**config.mk**
```make
export PLATFORM = sky130hd
export DESIGN_NAME = cacheline_adaptor
export DESIGN_NICKNAME = d
export VERILOG_FILES = /design/src/rtl/cacheline_pkg.sv /design/src/rtl/cacheline_adaptor.sv
export SDC_FILE = /design/constraint.sdc
export NUM_CORES = 1
export LEC_CHECK = 0
export ABC_AREA = 1
export CAP_MARGIN = 25
export CORE_AREA = 10 10 267 269
export CTS_CLUSTER_SIZE = 24
export DETAILED_ROUTE_END_ITERATION = 12
export DIE_AREA = 0 0 277 279
export HOLD_SLACK_MARGIN = 0.06
export PLACE_DENSITY = 0.67
export SLEW_MARGIN = 30
export SYNTH_ARGS = -nofsm -noshare
export SYNTH_HDL_FRONTEND = slang
export SYNTH_SLANG_ARGS = --single-unit
```
**constraint.sdc**
```tcl
create_clock -name clk -period 1.8 [get_ports clk]
set_input_delay 0.36 -clock clk [delete_from_list [all_inputs] [get_ports clk]]
set_output_delay 0.36 -clock clk [all_outputs]
set_load 0.01 [all_outputs]
```
**src/rtl/cacheline_pkg.sv**
```systemverilog
// Shared types and constants for the cache line-fill adaptor.
// Optional write path is enabled by defining CACHELINE_WRITE_EN.
package cacheline_pkg;

  localparam int CL_LINE_W  = 256;
  localparam int CL_BURST_W = 64;
  localparam int CL_ADDR_W  = 32;

  localparam int BEATS = CL_LINE_W / CL_BURST_W;

  typedef logic [CL_LINE_W-1:0]  line_t;
  typedef logic [CL_BURST_W-1:0] burst_t;
  typedef logic [CL_ADDR_W-1:0]  addr_t;

  typedef enum logic [1:0] {
    ST_IDLE  = 2'd0,
    ST_READ  = 2'd1,
    ST_WRITE = 2'd2,
    ST_DONE  = 2'd3
  } adaptor_state_t;

endpackage

```
**src/rtl/cacheline_adaptor.sv**
```systemverilog
// Whole-line request to fixed-length memory burst adaptor with one-cycle completion pulse.
// Write path (WRITE state, line_i latch, burst_o) exists only when CACHELINE_WRITE_EN is defined.
module cacheline_adaptor
  import cacheline_pkg::*;
#(
  parameter int LINE_W  = CL_LINE_W,
  parameter int BURST_W = CL_BURST_W,
  parameter int ADDR_W  = CL_ADDR_W
) (
  input  logic                clk,
  input  logic                rst,
  input  logic [ADDR_W-1:0]   address_i,
  input  logic                read_i,
  input  logic                write_i,
  input  logic [LINE_W-1:0]   line_i,
  output logic [LINE_W-1:0]   line_o,
  output logic                resp_o,
  output logic [ADDR_W-1:0]   address_o,
  output logic                read_o,
  output logic                write_o,
  output logic [BURST_W-1:0]  burst_o,
  input  logic [BURST_W-1:0]  burst_i,
  input  logic                resp_i,
  output adaptor_state_t      state_dbg
);

  localparam int N_BEATS = LINE_W / BURST_W;
  localparam int CW      = (N_BEATS > 1) ? $clog2(N_BEATS) : 1;
  localparam int OFF     = $clog2(LINE_W / 8);
  localparam logic [CW-1:0]     LAST     = CW'(N_BEATS - 1);
  localparam logic [ADDR_W-1:0] OFF_MASK = ADDR_W'((64'd1 << OFF) - 64'd1);

  // Handshake: the cache holds read_i/write_i (and its data) high until the
  // single-cycle resp_o; memory moves exactly one beat per cycle with resp_i
  // high while read_o/write_o is asserted, and resp_i elsewhere is ignored.

  adaptor_state_t state_q, state_d;
  logic [CW-1:0]     count_q;
  logic [ADDR_W-1:0] addr_q;
  logic [LINE_W-1:0] rbuf_q, rbuf_d, line_q;
  logic              last_beat;

  always_comb begin
    state_d   = state_q;
    rbuf_d    = rbuf_q;
    rbuf_d[int'(count_q) * BURST_W +: BURST_W] = burst_i;
    last_beat = resp_i && (count_q == LAST);
    case (state_q)
      ST_IDLE: begin
`ifdef CACHELINE_WRITE_EN
        if (write_i)
          state_d = ST_WRITE;
        else if (read_i)
          state_d = ST_READ;
`else
        if (read_i)
          state_d = ST_READ;
`endif
      end
      ST_READ: begin
        if (last_beat)
          state_d = ST_DONE;
      end
      ST_WRITE: begin
`ifdef CACHELINE_WRITE_EN
        if (last_beat)
          state_d = ST_DONE;
`else
        state_d = ST_IDLE;
`endif
      end
      default: state_d = ST_IDLE;
    endcase
  end

  always_ff @(posedge clk) begin
    if (rst) begin
      state_q <= ST_IDLE;
      count_q <= '0;
      addr_q  <= '0;
      rbuf_q  <= '0;
      line_q  <= '0;
    end else begin
      state_q <= state_d;
      if (state_q == ST_IDLE && state_d != ST_IDLE) begin
        addr_q  <= address_i & ~OFF_MASK;
        count_q <= '0;
      end else if ((state_q == ST_READ || state_q == ST_WRITE) && resp_i) begin
        count_q <= count_q + CW'(1);
      end
      if (state_q == ST_READ && resp_i)
        rbuf_q <= rbuf_d;
      // line_o only changes when a read fill completes, so writes leave it alone.
      if (state_q == ST_READ && last_beat)
        line_q <= rbuf_d;
    end
  end

  assign read_o    = (state_q == ST_READ);
  assign resp_o    = (state_q == ST_DONE);
  assign address_o = addr_q;
  assign line_o    = line_q;
  assign state_dbg = state_q;

`ifdef CACHELINE_WRITE_EN
  logic [LINE_W-1:0] wdata_q;

  always_ff @(posedge clk) begin
    if (rst)
      wdata_q <= '0;
    else if (state_q == ST_IDLE && write_i)
      wdata_q <= line_i;
  end

  assign write_o = (state_q == ST_WRITE);
  assign burst_o = write_o ? wdata_q[int'(count_q) * BURST_W +: BURST_W] : '0;
`else
  logic unused_write_inputs;
  assign unused_write_inputs = ^{write_i, line_i};
  assign write_o = 1'b0;
  assign burst_o = '0;
`endif

endmodule

```
==> results.md <==
* Run status: completed
* Gr ovfl total at 0
* Vias at 20435
* Worst path top cell family by delay: flip-flops
* Nets at 3622
* Worst setup SP type: flop
* Iter 0 DRT Violations at 1668
* Crit path kind: flop to output port
* Mapped Area at 21600 um^2
* Placer Congestion at 0.846
* Share of synthesized registers carrying an async set or reset at 0
* Total Wirelength at 83.3 mm
* Largest net degree at the start of global routing at 84
* Max clock buf depth at 3
* EDFF count, synth at 0
* Post-Synth Adder-Cell Area at 0.00521
* CP endpoint kind: output port
* Clk_lat worst skew at 0.61 ns
* CTS tree: built
* Root Buffer: clkbuf_16
* Hold Path Class: input port to flop
* Synth Area in XOR/XNOR at 0.000405
* Fin. Hold Viols at 0
* Final WS setup at 0.0522 ns
* Yosys top cell area share at 0.445
* Area grow syn2layout at 33.1%
* Maximum clock rate at 0.572 GHz
* Number of global-route vias before repair at 19161
* FP Rows at 94
* DR WL/cell at 20.0 um
* Least-Margin Pin Slew at 0.500 ns
* Final instance area at 28800 um^2
* Final period utilization at 0.971
* Leak Pwr at 0.0148 uW
* Core area at 65600 um^2
* Cells after Synth at 2908
* Post-route ant nets at 0
* Synthesized area per cell at 7.43 um^2
* Worst-path clk slew at 0.06 ns
* Power density over the cells at 880 nW/um^2
* Area leader, netlist: dfxtp_1
* Largest family of logic cells by synthesized area: compound AO/OA/AOI/OAI gates
* Warnings, synthesis at 0
* Largest cells by area after synthesis: dfxtp_1, inv_1, o21ai_0
* Port Buffers at 381
* Final Max Slew Viols at 0
* Critical Path RT at 1.44 ns
* Fin crit period at 1.75 ns
* Post-synthesis mux area share at 0
* Register area share after synthesis at 0.445
* CTS buffer count at 52
* Share of cells above drive strength 1 at 0.0850
* Via-to-Cell Ratio at 4.91
* Netlist cell types at 27
* TritonCTS Sinks at 480
* Most numerous cell in the Yosys netlist: inv_1
* Die Wd at 277 um
* CP Buf/Inv Count at 1
* Post-DP HPWL at 58.3 mm
* Worst-path maximum fanout at 2
* First-pass GRT wire length at 121 mm
* Pre-CTS WS at -0.198 ns
* Peak supply drop at 0.713 mV
* Initial antenna violation count at 1
* Compound-cell area share of the yosys netlist at 0.274
* Max-cap violations at 0
* Die H at 279 um
* Crit-path slowest cell: dfxtp_1
* Top_reg_cell synth: dfxtp_1
* Area after DPL at 27000 um^2
* Clk_skew at 0.0278 ns
* Post-synth top cells: inv_1, dfxtp_1, o21ai_0
* DR DRC count at 0
* Simple-Gate Fraction of Synth Area at 0.0907
* Die area at 77300 um^2
* Total Routing Usage GR at 0.199
* H-Tree Level Count at 2
* Starting Density at 0.329
* Crit-path cells: dlygate4sd2_1
* Drt pass-1 iters at 5
* Worst EP arrival at 1.39 ns
* Post-synthesis register bit count at 480
* Final setup viols at 0
* # IOs at 714
* Delay of the slowest critical-path stage at 0.44 ns
* Max_slew headroom at 0.665
-- sequential cells by signal, summed over array words and instances, names as in the netlist --
signal	cells
state_dbg	2
address_o	27
count_q	2
rbuf_q	193
line_o	256
-- where the power goes --
group	total (uW)	leakage, uW	switching [uW]	internal, uW
Clock	11200	0.000872	4530	6630
Sequential	11200	0.00390	127	11000
Combinational	2980	0.0100	1860	1120
-- cell type report --
| class | count | area (um^2) |
|---|---|---|
| fillers | 6690 | 36900 |
| flip-flops and latches | 480 | 9620 |
| multi-input cells | 1567 | 8430 |
| repair buffers | 537 | 5520 |
| inverters | 618 | 2330 |
| clock buffers | 81 | 1590 |
| well taps | 864 | 1080 |
| clock inverters | 13 | 179 |
| diodes | 2 | 5.00 |
-- path summary, 6_finish.rpt --
check               from          end  slack (ns)  depth (start not counted)
max reg2reg   count_q[0]  rbuf_q[155]        0.07                          9
min                  rst   rbuf_q[76]        0.15                          4
max           line_o[48]   line_o[48]        0.05                          1
min reg2reg  line_o[210]  line_o[210]        0.46                          2
-- cells by family (layout without fill, tap and decap cells) --
group	count (synthesis)	in the layout
AO/OA/AOI/OAI	1057	1057
buffers and inverters	930	1249
flip-flops	480	480
AND/OR/NAND/NOR	430	430
adder cells (fa/ha/maj)	9	9
other	1	72
XOR/XNOR	1	1
-- worst min-delay path, delay by kind of cell --
kind / cells / cell delay [ns]
AO/OA/AOI/OAI: 2 / 0.11
buffers and inverters: 2 / 0.25
-- metal layers --
layer  part of all wire  track usage  wire, um  vias to the layer above
li1                   -            -         -                     9993
met1               0.41        0.238     34000                     9501
met2               0.44        0.317     37000                      794
met3               0.11       0.0789      9070                      147
met4              0.037       0.0771      3110                        0
met5                  0            0         0                        -
-- placed cells by master, fill, tap and decap left out, drive strengths merged --
cell type,n
diode,2
nor2,47
clkdlybuf4s50,93
nand4,59
o21a,64
o22ai,128
nand2,192
clkbuf,87
bufbuf,1
buf,154
conb,70
ha,9
xor2,1
dlygate4sd2,280
dfxtp,480
clkinv,8
nor3,1
o21bai,128
nand3,131
a21oi,283
inv,618
bufinv,4
o21ai,454
clkdlybuf4s15,3
clkinvlp,1
-- metrics by stage --
| stage | util | total power, uW | setup TNS, ns | hold slack [ns] | instances |
|---|---|---|---|---|---|
| 2_1_floorplan | - | 13200 | -0.400 | 0.486 | 2977 |
| 3_3_place_gp | 0.412 | 14300 | -27.48 | 0.450 | 4055 |
| 3_5_place_dp | 0.412 | 14400 | -38.53 | 0.454 | 4055 |
| 4_1_cts | 0.435 | 25400 | 0 | 0.126 | 4152 |
| 5_1_grt | 0.438 | 26300 | -0.0536 | 0.161 | 4160 |
| 6_report | 0.438 | 25300 | 0 | 0.152 | 4162 |
-- what timing repair did --
action / in CTS / in global routing
hold buffers: 0 / 0
resized for setup: 301 / 41
buffers inserted: 2 / 3
cloned: 1 / 5
pin swaps: 0 / 5
setup endpoints to repair: 313 / 285
(Power assumes the default switching activity.)
